## config.mk

```make
export PLATFORM = sky130hd
export DESIGN_NAME = rect_rasterizer
export DESIGN_NICKNAME = d
export VERILOG_FILES = /design/src/rtl/rect_rasterizer.sv
export SDC_FILE = /design/constraint.sdc
export NUM_CORES = 1
export LEC_CHECK = 0
export CORE_MARGIN = 5
export CORE_UTILIZATION = 30
export DETAILED_ROUTE_END_ITERATION = 7
export DONT_BUFFER_PORTS = 1
export SETUP_SLACK_MARGIN = 0.4
export SLEW_MARGIN = 5
export SYNTH_ARGS = -nofsm -noshare
export SYNTH_HDL_FRONTEND = slang
export SYNTH_SLANG_ARGS = --single-unit
```

## constraint.sdc

```tcl
create_clock -name clk -period 5.7 [get_ports clk]
set_input_delay 1.71 -clock clk [delete_from_list [all_inputs] [get_ports clk]]
set_output_delay 1.71 -clock clk [all_outputs]
set_load 0.05 [all_outputs]
```

## src/rtl/rect_rasterizer.sv

```systemverilog
// rect_rasterizer: streams a clipped filled rectangle as one frame-buffer write per clock,
// row-major, with a one-cycle done pulse per command.
module rect_rasterizer #(
  parameter int SCREEN_W = 160,
  parameter int SCREEN_H = 120
) (
  input  logic       clk,
  input  logic       resetn,
  input  logic       req_valid,
  output logic       req_ready,
  input  logic [8:0] req_x0,
  input  logic [8:0] req_y0,
  input  logic [7:0] req_w,
  input  logic [6:0] req_h,
  input  logic [8:0] req_colour,
  output logic [8:0] x,
  output logic [8:0] y,
  output logic [8:0] colour,
  output logic       draw_en,
  output logic       done
);
  typedef enum logic [1:0] {IDLE, DRAW, DONE} state_t;
  state_t state, state_nx;
  logic [8:0] x0, y0, col, rem_x, rem_y, bx0, by0, bcol;
  logic [7:0] cw, cx, clip_w, bcw, bcx;
  logic [6:0] ch, cy, clip_h, bcy;
  logic accept, empty, fin, wrap, issue;
  assign req_ready = state == IDLE;
  assign rem_x = 9'(SCREEN_W) - req_x0;
  assign rem_y = 9'(SCREEN_H) - req_y0;
  // The acceptance edge already issues pixel 0, so counters always point at the next pixel
  always_comb begin
    clip_w = (req_x0 >= 9'(SCREEN_W)) ? 8'd0 : ({1'b0, req_w} < rem_x) ? req_w : rem_x[7:0];
    clip_h = (req_y0 >= 9'(SCREEN_H)) ? 7'd0 : ({2'b0, req_h} < rem_y) ? req_h : rem_y[6:0];
    accept = req_ready && req_valid;
    empty = clip_w == 8'd0 || clip_h == 7'd0;
    fin = cy == ch;
    bx0 = req_ready ? req_x0 : x0;
    by0 = req_ready ? req_y0 : y0;
    bcol = req_ready ? req_colour : col;
    bcw = req_ready ? clip_w : cw;
    bcx = req_ready ? 8'd0 : cx;
    bcy = req_ready ? 7'd0 : cy;
    wrap = bcx == bcw - 8'd1;
    issue = accept ? !empty : (state == DRAW && !fin);
    state_nx = accept ? (empty ? DONE : DRAW) : (state == DRAW) ? (fin ? DONE : DRAW) : IDLE;
  end
  always_ff @(posedge clk or negedge resetn)
    if (!resetn) state <= IDLE;
    else state <= state_nx;
  always_ff @(posedge clk or negedge resetn) begin
    if (!resetn) begin
      x0 <= '0;
      y0 <= '0;
      col <= '0;
      cw <= '0;
      ch <= '0;
      cx <= '0;
      cy <= '0;
      x <= '0;
      y <= '0;
      colour <= '0;
      draw_en <= 1'b0;
      done <= 1'b0;
    end else begin
      draw_en <= issue;
      done <= (accept && empty) || (state == DRAW && fin);
      if (accept) begin
        x0 <= req_x0;
        y0 <= req_y0;
        col <= req_colour;
        cw <= clip_w;
        ch <= clip_h;
      end
      if (issue) begin
        x <= bx0 + {1'b0, bcx};
        y <= by0 + {2'b0, bcy};
        colour <= bcol;
        cx <= wrap ? 8'd0 : bcx + 8'd1;
        cy <= wrap ? bcy + 7'd1 : bcy;
      end
    end
  end
endmodule

```

==> results of run 1 <==
[kinds of logic (layout without fill, tap and decap cells)]
logic type	Yosys count	count (layout)	share of synthesized area (%)
and+or+nand+nor	272	272	22.7
AOI/OAI and AO/OA	161	161	16.9
DFF	87	87	36.4
buffers and inverters	61	80	4.40
xor gates and xnor gates	43	43	6.30
adders and majority gates	35	35	7.58
muxes	31	31	5.67
[registers in the layout, indices dropped and copies added (netlist names)]
register	cells
col	9
colour	9
x0	9
x	9
y0	9
y	9
cw	8
cx	8
ch	7
cy	7
state	2
done	1
[worst max-delay path, cell delays in order]
cell and delay (ns):
sky130_fd_sc_hd__or4_4 0.56, sky130_fd_sc_hd__o21ba_4 0.25, sky130_fd_sc_hd__a211oi_4 0.26, sky130_fd_sc_hd__ha_4 0.25, sky130_fd_sc_hd__and3_4 0.15, sky130_fd_sc_hd__a221oi_4 0.26
sky130_fd_sc_hd__o21a_1 0.21, sky130_fd_sc_hd__nor2_2 0.05, sky130_fd_sc_hd__and3_4 0.15, sky130_fd_sc_hd__a31oi_4 0.16, sky130_fd_sc_hd__nor2_2 0.06, sky130_fd_sc_hd__a21oi_2 0.15
sky130_fd_sc_hd__ha_2 0.20, sky130_fd_sc_hd__inv_2 0.05, sky130_fd_sc_hd__a211oi_4 0.24, sky130_fd_sc_hd__nand4_2 0.14, sky130_fd_sc_hd__xnor2_1 0.16, sky130_fd_sc_hd__or4_4 0.60
sky130_fd_sc_hd__nor3_4 0.31, sky130_fd_sc_hd__xnor2_1 0.15
[per-stage QoR]
stage	total power (uW)	utilization (%)	worst slack, ns
global route	3210	35.9	-0.280
floorplan	2060	-	-0.325
global placement	2310	32.9	-0.214
detailed placement	2330	32.9	-0.344
finish	2990	35.9	-0.0916
CTS	2970	34.8	0.0785
[where the power goes]
| part | leakage (uW) | switching (uW) | internal [uW] | total, uW |
|---|---|---|---|---|
| registers | 0.00106 | 491 | 816 | 1310 |
| logic | 0.00191 | 598 | 473 | 1070 |
| clock network | 0.000145 | 254 | 361 | 616 |
[metal layers]
layer  up-vias  global-route usage, %  routed length [microns]
li1       2453                      -                        -
met1      2331                   19.2                     7300
met2       122                   22.3                     7400
met3        22                   3.86                     1110
met4         0                   5.03                      304
met5         -                      0                        0
[area by class of cell]
type / count / area (sq um)
Multi-Input combinational cell: 542 / 3750
Inverter: 26 / 103
Clock inverter: 3 / 42.5
Timing Repair Buffer: 39 / 355
Tap cell: 265 / 332
Fill cell: 2041 / 12500
Sequential cell: 87 / 2180
Clock buffer: 12 / 256
[worst paths after layout]
path / startpoint / to / slack, ns / cells after the start
hold reg to reg: state[1] / done / 0.46 / 1
max in group asynchronous: resetn / y0[0] / 4.51 / 0
setup reg to reg: state[0] / x[8] / 1.95 / 13
setup / recovery: req_x0[0] / cy[0] / -0.09 / 20
min in group asynchronous: resetn / colour[2] / 1.06 / 0
hold / removal: state[1] / done / 0.46 / 1
[cells in the final DEF (no fill, tap or decap), drive strengths merged, types with 5 or more instances in the layout]
cell type	netlist	layout
o21ai	50	50
buf	15	38
nor3	14	14
nand4	6	6
mux2	23	23
and3	7	7
a31oi	14	14
o31ai	5	5
o21a	5	5
a21oi	39	39
ha	33	33
o21bai	5	5
and2	14	14
nor4	11	11
nand2b	6	6
xnor2	31	31
nor2	45	45
nand3	11	11
nand2	129	129
clkbuf	20	13
or2	6	6
a21o	10	10
mux2i	8	8
dfrtp	87	87
xor2	12	12
nor2b	5	5
o211ai	5	5
inv	26	25
[repair_timing]
action,in CTS,in global routing
setup buffers,3,8
setup endpoints to repair,15,41
gates resized for setup,9,24
pin swaps,7,23
cloned,0,1
==> results.txt, run 1 <==
* Grt total ovfl: 0
* Number of enable-type register cells in the synthesized netlist: 0
- Failing checks: setup timing
- Status: finished with violations
- Of all nets on the critical path, the largest fanout is 8.
- Clk root buf: sky130_fd_sc_hd__clkbuf_16
- Top cells by area in the synthesized netlist: sky130_fd_sc_hd__dfrtp_1 (36%), sky130_fd_sc_hd__nand2_1 (8.1%), sky130_fd_sc_hd__ha_1 (6.9%)
* Post-synth top area share: 36.4%
* Area inside the core boundary: 19500 sq um
* Critical path class: primary input to flip-flop
- The worst setup path is captured at a flip-flop.
- X dimension of the die: 151 microns
* Layout area overhead: 17.4%
- Initial antenna violation count: 0
- Global placer's final weighted congestion: 0.859
- After synthesis, the share of flip-flops with an asynchronous set or reset is 100%.
* Effective utilization at floorplan: 30.6%
- Count of nets after finishing: 785
* Leading area contributor after synthesis: sky130_fd_sc_hd__dfrtp_1
* Number of port buffers: 0
* Register area share after synthesis: 36.4%
- Register bit total from synthesis: 87
- The number of global-route vias before repair is 4901.
- During synthesis, Yosys emitted a total of 0 warnings.
* Required time at the endpoint of the critical path: 5.97 ns
- LEAKAGE: 0.00311 uW
* Clock tree from TritonCTS: done
* Number of standard-cell rows in the floorplan: 51
- Final worst-path cycle share: 102%
- Max Freq: 0.173 GHz
- Pin count of the biggest net entering global routing: 88
- Clock sink total: 87
* Wire length of the first global-routing pass: 25.9 mm
* Post-placement cell count: 947
- Buffers inserted during clock tree synthesis total 9.
- In the final layout, the share of cells above drive strength 1 is 17.6%.
- Dividing the detail-routed wire length by the instance count gives 16.5 microns.
- DRT Pass-1 Iters: 5
- Tightest Pin Transition: 0.879 ns
- In the post-synthesis netlist, the cell with the most instances is sky130_fd_sc_hd__nand2_1.
* Crit path setup slack, layout: -0.0916 ns
- Syn nets: 770
* Final hold violations: 0
* Setup repair after global routing missed its margin: true
* Power density over the cells: 427 nW/um^2
- Final Max Slew Viols: 0
- Iteration-0 DRC count of the detailed router: 257
- In the synthesized netlist the dominant register cell turns out to be sky130_fd_sc_hd__dfrtp_1.
* Kind of path behind the tightest hold check: flip-flop to flip-flop
- Crit path arrival time: 6.06 ns
- Count of unique library cells instantiated by Yosys: 75
- Fin crit period: 5.79 ns
- Ranked by instance count, the synthesized netlist is headed by sky130_fd_sc_hd__nand2_1 (129), sky130_fd_sc_hd__dfrtp_1 (87), sky130_fd_sc_hd__o21ai_0 (46).
* Antenna Nets Post-Route: 0
* Post-route design area: 7020 sq um
* Clock latency at the later pin of the worst-skew pair: 0.34 ns
- Total inserted antenna cells: 0
* Clock transition time at the flip-flop clock pins of the worst setup and hold paths: 0.07 ns
- Maximum resistive drop on vdd: 0.146 mV
* Headroom to the max-slew limit: 41.4%
- Setup total negative slack on the finished layout was measured at -0.601 ns.
* Maximum capacitance violations: 0
* Hold_ws: 0.456 ns
* Cell Area, Placed: 6420 sq um
- Synthesis produced a netlist whose cell count is 690.
* Kind of start point of the critical path: primary input
- Remaining DRCs: 0
- The die covers 22900 sq um.
* Routed via count: 4928
- Mean instance size in the synthesized netlist: 8.66 sq um
- Pin placement for this block handled 75 I/O pins.
* GRT Util Overall: 14.3%
- Detailed placement finished with a half-perimeter wire length of 11.6 mm.
* Finished Layout Cells: 974
- Setup violations remaining at the end of the flow were counted as 9.
- Post-CTS Hold Buffers: 0
- The clock arrives with 0.00902 ns of skew.
- Clock tree buffer depth: 2
- Wirelength, routed: 16.1 mm
* Vias per cell: 5.06
* # H-tree levels: 3
- In this run the cell area of the synthesized design comes to 5980 sq um.
- In this run the vertical extent of the chip is 151 microns.
No activity file was read; power rests on OpenSTA's default activity.
==> inputs of run 2 (changes only) <==
CORE_UTILIZATION = 50   (was 30)
==> run 2 against run 1 <==
  * The run now ends clean
  * Core utilization increased by 21 points
  * First-iteration DRC count is 29% higher
  * Non-clock buffer count is 6 lower
  * Count of clock-buffer cells in the layout shrank 3
  * Sequential power barely moved
  * Maximum frequency rose by 3.8%
  * Die area fell by 38%
  * Via count is 0.20% lower
  * Critical path depth unchanged
==> results.txt, run 2 (same netlist as run 1, synthesis figures left out) <==
- The flow ran to the end, and the final reports show no timing, DRC or antenna violations.
- The worst register-to-register path has a depth of 14.
* DRT Pass-1 Iters: 4
- The clock arrives with 0.00931 ns of skew.
* Boundary pin count: 75
* LEAKAGE: 0.00303 uW
- Critical path origin: req_x0[3]
- The design draws 2920 uW.
- IR analysis of the VDD net gives a maximum drop of 0.308 mV.
* Clock sink total: 87
- Summing all multi-input logic gate instances after layout gives 3680 sq um.
* # fillers: 1111
- Once detail routing completed, the nets flagged for antenna violations numbered 0.
- Clock latency at the later pin of the worst-skew pair: 0.35 ns
- For this design, the slowest cell found on the critical path is sky130_fd_sc_hd__or4_4.
- Max-cap violations in this run came to 0.
- Timing would allow up to 0.179 GHz.
- Placed wire-length estimate: 11.2 mm
* Die H: 119 microns
* # H-tree levels: 3
- Reg-to-reg endpoint: y[8]
- Layout cells sized above 1: 15.9%
- The floorplan step defined a die boundary enclosing 14200 sq um.
* Wire length of the first global-routing pass: 24.7 mm
* Area inside the core boundary: 11900 sq um
* Initial antenna violation count: 0
* Number of port buffers: 0
- The worst setup path is captured at a flip-flop.
- GRT Util Overall: 21.5%
- Entering global routing, the biggest net connects 88 pins.
* Fin crit period: 5.58 ns
* Post-placement cell count: 830
* Sequence of cells on the critical path: or4_4 > o21ba_4 > a211oi_4 > ha_1 > and3_4 > a221oi_4 > o21a_1 > nor2_2 > and3_4 > a31oi_4 > nor2_1 > a21oi_1 > ha_2 > inv_2 > a211oi_4 > nand4_2 > xnor2_1 > or4_4 > or3_1 > o211ai_2
- The most critical setup path has its endpoint at cy[1].
- In the routed layout, each cell is associated on average with a via count of 5.79.
- Critical path class: primary input to flip-flop
- Global placer's final weighted congestion: 0.863
- Measured against its own limit, the worst slew margin works out to 40.7%.
* Clock tree buffer depth: 2
* Layout area overhead: 12.2%
* Grt total ovfl: 0
* Finished Layout Cells: 850
- After detailed routing, the number of remaining DRC violations is 0.
* Wirelength per Cell: 17.6 microns
* Crit-path max cell delay: 0.60 ns
* Crit. path cell count: 20
- In the final design database the tool counted 779 nets.
- Highest-count cells in the layout ignoring fill and taps: sky130_fd_sc_hd__nand2_1 (128), sky130_fd_sc_hd__dfrtp_1 (87), sky130_fd_sc_hd__o21ai_0 (44)
- Measured along the x axis, the die boundary spans 119 microns.
- Across all hold checks on the routed design, the worst slack comes to 0.483 ns.
* Tightest Pin Transition: 0.890 ns
* Family with the most delay on the worst path: simple AND/OR/NAND/NOR gates
- After clock tree synthesis, the clock-pin slew on the worst setup and hold paths is 0.06 ns.
- Iteration-0 DRC count of the detailed router: 331
- Number of global-route vias before repair: 4908
* Largest fanout of any net on the critical path: 8
- For the worst setup path, the data required time is 5.97 ns.
- Crit path arrival time: 5.85 ns
* Setup repair after global routing missed its margin: true
* Clock tree from TritonCTS: done
* Kind of start point of the critical path: primary input
- Leaving out fill and tap cells, the most frequent cell in the layout is sky130_fd_sc_hd__nand2_1.
* Sequential standard cell area: 2180 sq um
- Clock tree synthesis selected as its root buffer the cell sky130_fd_sc_hd__clkbuf_16.
- Setup slack on the worst reg-to-reg path comes out at 1.93 ns.
* Final Max Slew Viols: 0
- Total inserted antenna cells: 0
- The final hold violation count was 0.
- Together, buffers and inverters on the worst path number 1.
* Wirelength, routed: 14.9 mm
- The tightest min-delay check is of the flip-flop to flip-flop type.
- The number of clock buffers added by TritonCTS is 9.
- Once the floorplan was initialized, standard cells occupied 50.4% of the core.
- Start of the worst register-to-register path: state[0]
* Final setup violating endpoints: 0
- Routed via count: 4918
- Power density over the cells: 435 nW/um^2
- Row generation in the floorplan step produced 40 rows.
* Final worst-path cycle share: 97.9%
[run 2: worst register-to-register path: cells and delay by family, from the launching register on]
kind                       cells  cell delay [ns]
adders and majority gates      2             0.67
buffers and inverters          1             0.48
and+or+nand+nor                4             0.48
DFF                            1             0.72
AOI/OAI and AO/OA              6             1.11
xor gates and xnor gates       1             0.19
[run 2: how the worst min path moves through the flow]
| stage | start | endpoint | slack [ns] | depth (start not counted) |
|---|---|---|---|---|
| after global routing | state[1] | state[1] | 0.50 | 1 |
| final | state[1] | state[1] | 0.48 | 1 |
| after detailed placement | x0[1] | x0[1] | 0.47 | 2 |
| after floorplan | state[1] | done | 0.43 | 1 |
| after CTS | state[1] | state[1] | 0.48 | 1 |
| after global placement | state[1] | state[1] | 0.45 | 1 |
[run 2: final cells by class]
type                    count  area share (%)
multi-input cells         542            54.8
flip-flops and latches     87            32.5
inverters                  26            1.45
clock buffers               9            3.36
repair buffers             33            4.12
clock inverters             6            1.04
well taps                 147            2.74
[run 2: what timing repair did]
action / CTS / global route
resized for setup: 6 / 13
setup buffers: 2 / 3
hold buffers: 0 / 0
pin swaps: 4 / 8
setup endpoints to repair: 32 / 38
[run 2: metrics by stage]
step                cell area [sq um]  worst slack [ns]  setup TNS [ns]  util (%)
floorplan                        6020            -0.325           -3.93         -
global placement                 6270            -0.200           -2.50      52.9
detailed placement               6270            -0.401           -5.42      52.9
CTS                              6620            0.0861               0      55.8
global route                     6710            -0.105          -0.897      56.6
finish                           6710             0.119               0      56.6
[run 2: power breakdown]
part | total (uW) | switching, uW | internal [uW]
logic | 1020 | 576 | 444
registers | 1310 | 490 | 816
clock network | 595 | 254 | 341
[run 2: per-layer routing]
layer	vias up	wire, microns	part of all wire [%]	global-route usage [%]
met3	22	697	4.7	5.70
met1	2364	6430	43	26.6
met2	96	7550	51	37.3
met5	-	0	0	0
met4	0	248	1.7	5.58
li1	2436	-	-	-
